File: config.mk
export PLATFORM = sky130hd
export DESIGN_NAME = serial_addsub
export DESIGN_NICKNAME = d
export VERILOG_FILES = /design/src/rtl/serial_addsub.sv
export SDC_FILE = /design/constraint.sdc
export NUM_CORES = 1
export LEC_CHECK = 0
export CORE_ASPECT_RATIO = 1.25
export CORE_MARGIN = 2
export CORE_UTILIZATION = 35
export DETAILED_ROUTE_END_ITERATION = 12
export GPL_TIMING_DRIVEN = 0
export SLEW_MARGIN = 0
export SYNTH_ARGS = -nofsm -noshare
export SYNTH_HDL_FRONTEND = slang
export SYNTH_SLANG_ARGS = --single-unit
File: constraint.sdc
create_clock -name clk -period 1.14 [get_ports clk]
set_input_delay 0.171 -clock clk [delete_from_list [all_inputs] [get_ports clk]]
set_output_delay 0.171 -clock clk [all_outputs]
set_load 0.01 [all_outputs]
File: src/rtl/serial_addsub.sv
// Bit-serial add/subtract sequencer around one full-adder slice, LSB first, WIDTH+1 cycles per op.
// Optional macro SERIAL_ADDSUB_SAT_EN: signed saturation of the result on overflow.
module serial_addsub #(
   parameter int WIDTH = 4
) (
   input  logic             clk,
   input  logic             rst_n,
   input  logic             start,
   input  logic             sub,
   input  logic [WIDTH-1:0] a,
   input  logic [WIDTH-1:0] b,
   output logic             busy,
   output logic             done,
   output logic [WIDTH-1:0] result,
   output logic             carry_out,
   output logic             overflow
);

   localparam int CW = (WIDTH > 2) ? $clog2(WIDTH) : 1;
   localparam logic [CW-1:0] LAST = CW'(WIDTH - 1);

   typedef enum logic [1:0] {
      IDLE  = 2'd0,
      SHIFT = 2'd1,
      DONE  = 2'd2
   } state_t;

   state_t           state;
   logic [WIDTH-1:0] a_sr;
   logic [WIDTH-1:0] b_sr;
   logic [WIDTH-1:0] res_sr;
   logic [CW-1:0]    cnt;
   logic             carry_q;
   logic             ovf_q;
   logic             slice_sum;
   logic             slice_cout;
   logic [WIDTH-1:0] final_result;

   // The single full-adder slice; the operand registers present one bit pair per cycle.
   assign slice_sum  = a_sr[0] ^ b_sr[0] ^ carry_q;
   assign slice_cout = (a_sr[0] & b_sr[0]) | (a_sr[0] & carry_q) | (b_sr[0] & carry_q);

`ifdef SERIAL_ADDSUB_SAT_EN
   logic sign_q;

   // On overflow both effective operand signs agree; that sign picks the clamp direction.
   always_comb begin
      final_result = res_sr;
      if (ovf_q) begin
         final_result = sign_q ? {1'b1, {(WIDTH-1){1'b0}}} : {1'b0, {(WIDTH-1){1'b1}}};
      end
   end

   always_ff @(posedge clk) begin
      if (!rst_n) begin
         sign_q <= 1'b0;
      end else if (state == SHIFT && cnt == LAST) begin
         sign_q <= a_sr[0];
      end
   end
`else
   assign final_result = res_sr;
`endif

   always_ff @(posedge clk) begin
      if (!rst_n) begin
         state     <= IDLE;
         a_sr      <= '0;
         b_sr      <= '0;
         res_sr    <= '0;
         cnt       <= '0;
         carry_q   <= 1'b0;
         ovf_q     <= 1'b0;
         busy      <= 1'b0;
         done      <= 1'b0;
         result    <= '0;
         carry_out <= 1'b0;
         overflow  <= 1'b0;
      end else begin
         done <= 1'b0;
         case (state)
            IDLE: begin
               if (start) begin
                  // Subtraction is a + ~b + 1: invert b and seed the carry with 1.
                  a_sr    <= a;
                  b_sr    <= sub ? ~b : b;
                  carry_q <= sub;
                  cnt     <= '0;
                  busy    <= 1'b1;
                  state   <= SHIFT;
               end
            end
            SHIFT: begin
               res_sr  <= {slice_sum, res_sr[WIDTH-1:1]};
               a_sr    <= {1'b0, a_sr[WIDTH-1:1]};
               b_sr    <= {1'b0, b_sr[WIDTH-1:1]};
               carry_q <= slice_cout;
               cnt     <= cnt + CW'(1);
               if (cnt == LAST) begin
                  // carry_q is the carry into the MSB here, slice_cout the carry out of it.
                  ovf_q <= carry_q ^ slice_cout;
                  busy  <= 1'b0;
                  state <= DONE;
               end
            end
            DONE: begin
               done      <= 1'b1;
               result    <= final_result;
               carry_out <= carry_q;
               overflow  <= ovf_q;
               if (start) begin
                  a_sr    <= a;
                  b_sr    <= sub ? ~b : b;
                  carry_q <= sub;
                  cnt     <= '0;
                  busy    <= 1'b1;
                  state   <= SHIFT;
               end else begin
                  state <= IDLE;
               end
            end
            default: begin
               busy  <= 1'b0;
               state <= IDLE;
            end
         endcase
      end
   end

endmodule

# ---- Word-level counts from Yosys, hierarchy flattened
# Index checks and enable logic that the tools add are counted.
dict set report word_totals {
  regBits 26
}
dict set report classes {
  n_mux 17
  n_addsub 1
  eq_ne 6
  n_bitwise 9
  reduce_logical 7
}
# operator n
set op_table {}
lappend op_table {{4-bit one-hot mux with 2 select lines} 2}
lappend op_table {{4-bit two-way mux} 3}
lappend op_table {{2-bit AND reduction} 4}
lappend op_table {{2-bit two-way mux} 3}
lappend op_table {{2-bit one-hot mux with 3 select lines} 1}
lappend op_table {{1-bit two-way mux} 5}
lappend op_table {{2-bit == test (second input constant)} 2}
lappend op_table {{2-bit inequality test (second input constant)} 2}
lappend op_table {{4-bit NOT} 1}
lappend op_table {{1-bit one-hot mux with 2 select lines} 2}
lappend op_table {{2-bit one-hot mux with 2 select lines} 1}
lappend op_table {{1-bit AND} 3}
lappend op_table {{1-bit XOR} 3}
lappend op_table {{2-bit by 1-bit adder with 2-bit output (second input constant)} 1}
lappend op_table {{2-bit by 1-bit == test with 1-bit output (second input constant)} 1}
lappend op_table {{2-bit zero test} 1}
lappend op_table {{2-bit by 1-bit inequality test with 1-bit output (second input constant)} 1}
lappend op_table {{1-bit bitwise OR} 2}
lappend op_table {{2-bit nonzero test} 1}
lappend op_table {{2-bit OR reduction} 1}

# ---- Longest topological paths before layout
# Gate-level depths: netlist of run 1.
dict set report logic_depth {
  depth_word 4
  depth_mapped 5
  ltp_nobuf 4
}

# ---- Worst setup path before layout of run 1
# Ideal clock, no wire load.
dict set report synth_path {
  path_kind {register to register}
  startpoint {reg a_sr[0]}
  endpoint {reg ovf_q}
  period_less_slack_ns 1.214
  stages_incl_launch_ff 4
  required_time_ns 1.052
  t_arrival_ns 1.125
  path_slack_ns -0.074
  setup_time_ns 0.088
  cell_sequence {dfxtp_1 > fa_1 > xnor2_1 > a311oi_2}
}
dict set report synth_via {
  elab_chain_len 4
}
# element line
set synth_lines {}
lappend synth_lines {{from (decl)} 29} ;# logic [WIDTH-1:0] a_sr;
lappend synth_lines {{from (signal assigned)} 95} ;# a_sr <= {1'b0, a_sr[WIDTH-1:1]};
lappend synth_lines {{1-bit AND} 41} ;# assign slice_cout = (a_sr[0] & b_sr[0]) | (a_sr[0] & carry_q) | (b_sr[0] & carry_q);
lappend synth_lines {{1-bit bitwise OR (*) (2 in series)} 41}
lappend synth_lines {{1-bit XOR (*)} 101} ;# ovf_q <= carry_q ^ slice_cout;
lappend synth_lines {{to (signal assigned)} 101}
lappend synth_lines {{to (decl)} 34} ;# logic ovf_q;
# Mark *: on every way between the ends. The rest lies on a longest branch, timed or not.
# A chain may end at the register's enable or synchronous reset.

# ---- Worst setup path after layout of run 1
dict set report layout_path {
  startpoint {reg b_sr[0]}
  endpoint {reg ovf_q}
}
dict set report layout_via {
  elab_chain_len 4
}
# element line
set layout_lines {}
lappend layout_lines {{from (decl)} 30} ;# logic [WIDTH-1:0] b_sr;
lappend layout_lines {{from (signal assigned)} 86} ;# b_sr <= sub ? ~b : b;
lappend layout_lines {{from (signal assigned)} 96} ;# b_sr <= {1'b0, b_sr[WIDTH-1:1]};
lappend layout_lines {{from (signal assigned)} 113} ;# b_sr <= sub ? ~b : b;
lappend layout_lines {{1-bit AND} 41}
lappend layout_lines {{1-bit bitwise OR} 41}
lappend layout_lines {{1-bit bitwise OR (*)} 41}
lappend layout_lines {{1-bit XOR (*)} 101}
# Marked as above.

==> results of run 1 <==
==> state kept, by name (all words and copies together), names as in the netlist <==
signal,cells
a_sr,4
b_sr,4
final_result,4
result,4
cnt,2
state,2
busy,1
carry_out,1
carry_q,1
done,1
overflow,1
ovf_q,1
==> power breakdown <==
part / total (mW) / switching, mW / internal (mW)
sequential: 0.986 / 0.0319 / 0.954
combinational: 0.358 / 0.157 / 0.200
clock: 0.464 / 0.269 / 0.195
==> worst max-delay path, delay by kind of cell (launching register included) <==
family	cells	cell delay, ns
flip-flops	1	0.36
AO/OA/AOI/OAI	1	0.23
XOR/XNOR	1	0.15
adder cells (fa/ha/maj)	1	0.41
==> cells by family (layout without fill, tap and decap cells) <==
| group | Yosys count | in the layout |
|---|---|---|
| buffers and inverters | 11 | 40 |
| adders and majority gates | 2 | 2 |
| and+or+nand+nor | 34 | 34 |
| xor gates and xnor gates | 5 | 5 |
| AOI/OAI and AO/OA | 27 | 27 |
| DFF | 26 | 26 |
| muxes | 10 | 10 |
==> worst max path at each step <==
stage                     cells after the start       to  slack [ns]
after global routing                          4  carry_q       -0.13
after global placement                        4  a_sr[3]       -0.29
after detailed placement                      4     done       -0.32
after CTS                                     4  carry_q       -0.06
final                                         3    ovf_q       -0.08
after floorplan                               3    ovf_q      -0.009
==> cells in the mapped netlist, types with 3 or more instances <==
library cell | number | share of area, %
a21oi_1 | 12 | 5.4
a22oi_1 | 3 | 2.0
buf_4 | 3 | 2.0
clkbuf_1 | 3 | 1.0
dfxtp_1 | 26 | 47
mux2i_1 | 10 | 9.0
nand2_1 | 11 | 3.7
nand2b_1 | 4 | 2.3
nand3_1 | 7 | 3.2
nor2_1 | 8 | 2.7
o21ai_0 | 6 | 2.7
o311a_1 | 4 | 3.6
xor2_1 | 4 | 3.2
==> layout make-up <==
class                      count  area (sq um)  share of cell area, %
buffer                         9          81.3                   5.24
clock buffer                   4          36.3                   2.34
inverter                       1          3.75                  0.242
multi-input combinational     78           598                   38.5
sequential                    26           533                   34.4
tap                           36          45.0                   2.90
timing repair buffer          26           254                   16.4
==> stage by stage <==
step	util (%)	cells	cell area [sq um]	total power, mW
floorplan	-	115	1120	1.18
global placement	45.3	169	1350	1.27
detailed placement	45.3	169	1350	1.27
CTS	47.2	174	1400	1.75
global route	52.2	180	1550	1.89
finish	52.2	180	1550	1.81
==> per-layer routing <==
layer | wire [um] | GRT usage (%)
met4 | 61 | 7.50
met3 | 74 | 1.35
met1 | 979 | 16.4
met5 | 0 | 0
met2 | 1140 | 22.4
==> what timing repair did <==
item | CTS | global route
gates cloned | 1 | 2
endpoints found under the setup margin | 25 | 30
pin swaps | 2 | 10
gates resized for setup | 18 | 37
buffers inserted | 0 | 5
==> out/metrics.cfg, run 1 <==
[worst_setup_path]
r2r_slack_ns = -0.08
critPathLaunchType = register
ff2ff_path_depth = 3
crit_type = reg -> reg
cp-end-kind = register
path_cells = fa_2 > xnor2_2 > a311oi_2
r2r-start = b_sr[0]
slowest_stage = fa_2
arrival_ns = 1.46
worstPathRequired_ns = 1.38
critPathMaxStageDelay_ns = 0.41
rr_endpoint = ovf_q
cp_max_fo = 2
setup.worst_path.start = b_sr[0]

[run_status]
failed_checks = negative setup slack
status = finished, violations left

[timing]
maxSlewViolCount = 0
relSlewSlack_pct = 79.5
fin_tns_setup_ns = -0.189
skew_ns = 0.00282
max_freq_ghz = 0.822
setup_ws_ns = -0.0772
fin_crit_ns = 1.22
worst_pin_slew_ns = 0.307
finalSetupViolations = 6
rsz0062_at_grt = true
whs_ns = 0.347
hold_violations = 0
fin_crit_sh_pct = 107

[clocking]
cts-root-buf = clkbuf_4
cts-htree-levels = 1
cts-buffers-inserted = 3
cts_sinks = 26
cts_tree = done
clock_path_buffers = 2
clock_latency_ns = 0.32
clkTransAtPathRegs_ns = 0.14
hold_buffers = 0

[logic_synthesis]
ys_async_sr_fraction_pct = 0
syn_area_per_cell_sq_um = 9.65
ys_warn_count = 0
synthAdderAreaFrac_pct = 2.93
synth_top_family_by_area = compound AO/OA/AOI/OAI gates
synth-edff-count = 0
synthMuxAreaShare_pct = 9.02
synth_cell_type_count = 25
syn_nets = 129
netlist_area_sq_um = 1110
yosys.area_share.xor_xnor_pct = 3.95
yosys.area_share.simple_pct = 15.0
ys_ff_latch = 26
synth_compound_area_share_pct = 15.9
syn_inst = 115
ys_seq_area_share_pct = 46.9
synthFlopType = dfxtp_1

[placement]
post-place-ws_ns = -0.320
gp_routability_congestion = 0.733
io_buffer_count = 18
dp_hpwl_mm = 1.50

[hold_path]
hold_path_end = b_sr[3]
hp-start = sub
hold_path.class = in -> reg
hold_path_depth = 4

[cells_and_area]
final_layout_size_suffix_gt1_share_pct = 32.6
antennaDiodeCount = 0
mostFrequentLayoutCells = dfxtp_1, mux2i_1, clkdlybuf4s50_1
final_common_cell = dfxtp_1
syn2layout_area_growth_pct = 39.8
fillers = 298
fin_nets = 159

[job]
cap_violations = 0

[detailed_routing]
wl_mm = 2.26
drtAntennaViolNets = 0
initialDrtViolationCount = 16
dr.pass1.iters = 4
drcViolationCount = 0
via_per_inst = 5.08
drt-wirelength-per-cell_um = 12.6
dr_total_vias = 914

[global_routing]
grt_pass1_wl_mm = 3.55
grtUsageTotal_pct = 13.5
first_global_vias = 805
grt_overflow = 0
antenna_found_initial = 0
grt_max_degree = 15

[pwr]
ir_worst_vdd_mv = 0.660
pwr_density_cell_nw_per_um2 = 1170
power.leakage_nw = 0.667

[floorplan]
die_area_sq_um = 3640
core_area_sq_um = 2970
num_rows = 22
boundaryPins = 20
initial_utilization_pct = 37.3
die_w_um = 54.4
die_h_um = 67.0

Power figures use the tool's default switching activity.
==> inputs of run 2 (changes only) <==
--- a/config.mk
+++ b/config.mk
@@ -5,11 +5,15 @@
 export SDC_FILE = /design/constraint.sdc
 export NUM_CORES = 1
 export LEC_CHECK = 0
+export CELL_PAD_IN_SITES_DETAIL_PLACEMENT = 0
+export CELL_PAD_IN_SITES_GLOBAL_PLACEMENT = 1
 export CORE_ASPECT_RATIO = 1.25
 export CORE_MARGIN = 2
 export CORE_UTILIZATION = 35
 export DETAILED_ROUTE_END_ITERATION = 12
 export GPL_TIMING_DRIVEN = 0
+export PLACE_DENSITY_LB_ADDON = 0.1
+export REMOVE_ABC_BUFFERS = 1
 export SLEW_MARGIN = 0
 export SYNTH_ARGS = -nofsm -noshare
 export SYNTH_HDL_FRONTEND = slang
==> run 2 against run 1 <==
  * The run still ends with negative setup slack left
  * Largest cell class unchanged
  * Non-clock buffer count decreased by 3
  * Critical path depth increased by 1
  * Critical endpoint is now carry_q
  * Final cell count decreased by 1.1%
  * Total power decreased by 7.3%
  * Utilization decreased by 3.2 points
  * Clock skew increased by 0.0025 ns
  * Worst hold slack improved by 0.041 ns
  * Setup slack improved by 0.035 ns
  * Global-route usage increased by 1.5 points
  * Via count decreased by 1.2%
  * Combinational power decreased by 15%
==> out/metrics.cfg, run 2 (synthesized netlist as in run 1, its figures left out) <==
[worst_setup_path]
arrival_ns = 1.40  ; was 1.46 ns
critPathMaxStageDelay_ns = 0.39  ; was 0.41 ns
r2r-start = b_sr[0]  ; unchanged
ff2ff_path_depth = 4  ; was 3
cp-end-kind = register  ; unchanged
cp_max_fo = 2  ; unchanged
critPathLaunchType = register  ; unchanged
rr_endpoint = carry_q  ; was ovf_q
crit_type = reg -> reg  ; unchanged
path_cells = fa_2 > mux2i_1 > o21ai_1 > o311a_1  ; was fa_2 > xnor2_2 > a311oi_2
worstPathRequired_ns = 1.36  ; was 1.38 ns
r2r_slack_ns = -0.04  ; was -0.08 ns
slowest_stage = fa_2  ; unchanged

[timing]
rsz0062_at_grt = true  ; unchanged
relSlewSlack_pct = 73.1  ; was 79.5%
fin_crit_ns = 1.18  ; was 1.22 ns
hold_violations = 0  ; unchanged
max_freq_ghz = 0.846  ; was 0.822 GHz
worst_pin_slew_ns = 0.403  ; was 0.307 ns
whs_ns = 0.388  ; was 0.347 ns
setup_ws_ns = -0.0424  ; was -0.0772 ns
skew_ns = 0.00535  ; was 0.00282 ns
maxSlewViolCount = 0  ; unchanged
fin_crit_sh_pct = 104  ; was 107%
fin_tns_setup_ns = -0.114  ; was -0.189 ns
finalSetupViolations = 3  ; was 6

[pwr]
power.leakage_nw = 0.607  ; was 0.667 nW
clkPwrFrac_pct = 22.7  ; was 25.7%
p_seq_share_pct = 59.1  ; was 54.5%
switching_share_pct = 25.7  ; was 25.3%
combPwrFrac_pct = 18.2  ; was 19.8%
p_switching_mw = 0.430  ; was 0.458 mW
p_int_mw = 1.24  ; was 1.35 mW
pwr_density_cell_nw_per_um2 = 1150  ; was 1170 nW/um^2
ir_worst_vdd_mv = 0.618  ; was 0.660 mV

[global_routing]
grtUsageTotal_pct = 14.9  ; was 13.5%
antenna_found_initial = 0  ; unchanged
grt_overflow = 0  ; unchanged
first_global_vias = 829  ; was 805
grt_max_degree = 15  ; unchanged
grt_pass1_wl_mm = 3.93  ; was 3.55 mm

[clocking]
cts-root-buf = clkbuf_4  ; unchanged
clock_latency_ns = 0.31  ; was 0.32 ns
cts-buffers-inserted = 3  ; unchanged
cts-htree-levels = 1  ; unchanged
clkTransAtPathRegs_ns = 0.13  ; was 0.14 ns
cts_sinks = 26  ; unchanged
clock_path_buffers = 2  ; unchanged
cts_tree = done  ; unchanged
hold_buffers = 0  ; unchanged

[placement]
placed_area_sq_um = 1280  ; was 1350 sq um
gp_routability_congestion = 0.665  ; was 0.733
place_inst = 160  ; was 169
io_buffer_count = 19  ; was 18
dp_hpwl_mm = 1.37  ; was 1.50 mm

[detailed_routing]
drt-wirelength-per-cell_um = 12.8  ; was 12.6 um
drt-met1-wl_mm = 1.05  ; was 979 um
dr.pass1.iters = 3  ; was 4
initialDrtViolationCount = 14  ; was 16
via_per_inst = 5.07  ; was 5.08
dr_wl_met3_um = 77  ; was 74 um
drcViolationCount = 0  ; unchanged
dr_total_vias = 903  ; was 914
drtAntennaViolNets = 0  ; unchanged
highest_layer = met4  ; unchanged
wl_met2_mm = 1.12  ; was 1.14 mm
wl_mm = 2.28  ; was 2.26 mm

[cells_and_area]
mostFrequentLayoutCells = dfxtp_1, a21oi_1, nand2_1  ; was dfxtp_1, mux2i_1, clkdlybuf4s50_1
seq_area_sq_um = 532  ; was 533 sq um
fin_nets = 158  ; was 159
final_cell_area_sq_um = 1460  ; was 1550 sq um
antennaDiodeCount = 0  ; unchanged
syn2layout_area_growth_pct = 31.3  ; was 39.8%
final_common_cell = dfxtp_1  ; unchanged
multi_input_area_sq_um = 556  ; was 598 sq um
fillers = 310  ; was 298
final_layout_size_suffix_gt1_share_pct = 25.4  ; was 32.6%
instances_no_fill = 178  ; was 180

[job]
cap_violations = 0  ; unchanged

[floorplan]
boundaryPins = 20  ; unchanged
die_h_um = 67.0  ; unchanged
die_area_sq_um = 3640  ; unchanged
die_w_um = 54.4  ; unchanged
num_rows = 22  ; unchanged
core_area_sq_um = 2970  ; unchanged
initial_utilization_pct = 37.3  ; unchanged

[hold_path]
hold_path.class = in -> reg  ; unchanged
hp-start = a[3]  ; was sub
hold_path_depth = 3  ; was 4
hold_path_end = a_sr[3]  ; was b_sr[3]

[run_status]
failed_checks = negative setup slack  ; unchanged
status = finished, violations left  ; unchanged

-- run 2: repair_timing --
item                                    4_1_cts  5_1_grt
resized for setup                            24       18
gates cloned                                  2        0
buffers inserted                              4        9
pin swaps                                     1        1
endpoints found under the setup margin       34       31
-- run 2: worst max-delay path by stage --
stage          slack (ns)   endpoint      from
2_1_floorplan       -0.14      ovf_q  state[0]
3_3_place_gp        -0.37    a_sr[2]  state[0]
3_5_place_dp        -0.39  result[2]     rst_n
4_1_cts             -0.08      ovf_q   b_sr[0]
5_1_grt             -0.12    carry_q   b_sr[0]
6_report            -0.04    carry_q   b_sr[0]
-- run 2: through the flow --
step / total power, mW / setup slack [ns] / util (%)
3_5_place_dp: 1.23 / -0.394 / 43.0
2_1_floorplan: 1.14 / -0.143 / -
6_report: 1.67 / -0.0424 / 49.0
3_3_place_gp: 1.23 / -0.372 / 43.0
5_1_grt: 1.78 / -0.116 / 49.0
4_1_cts: 1.64 / -0.0833 / 46.0
-- run 2: cell type report --
type                    count  share of cell area, %
clock buffers               3                   1.55
inverters                   1                  0.515
multi-input cells          79                   38.1
flip-flops and latches     26                   36.5
well taps                  36                   3.09
repair buffers             32                   19.7
repair inverters            1                  0.515
-- run 2: worst max-delay path: cells and delay by family (launching register included) --
family                   cells  cell delay, ns
adder cells (fa/ha/maj)      1            0.39
flip-flops                   1            0.36
AO/OA/AOI/OAI                2            0.21
multiplexers                 1            0.14
-- run 2: power by group through the flow --
| stage | clock network, mW | logic [mW] | registers, mW |
|---|---|---|---|
| after floorplan | 0 | 0.138 | 1.00 |
| after global placement | 0 | 0.218 | 1.01 |
| after detailed placement | 0 | 0.223 | 1.01 |
| after CTS | 0.397 | 0.251 | 0.997 |
| after global routing | 0.441 | 0.340 | 0.997 |
| final | 0.380 | 0.305 | 0.989 |
-- run 2: metal layers --
| metal | up-vias | global-route usage [%] |
|---|---|---|
| met2 | 17 | 23.8 |
| li1 | 455 | - |
| met1 | 427 | 19.6 |
| met4 | 0 | 6.56 |
| met5 | - | 0 |
| met3 | 4 | 2.02 |
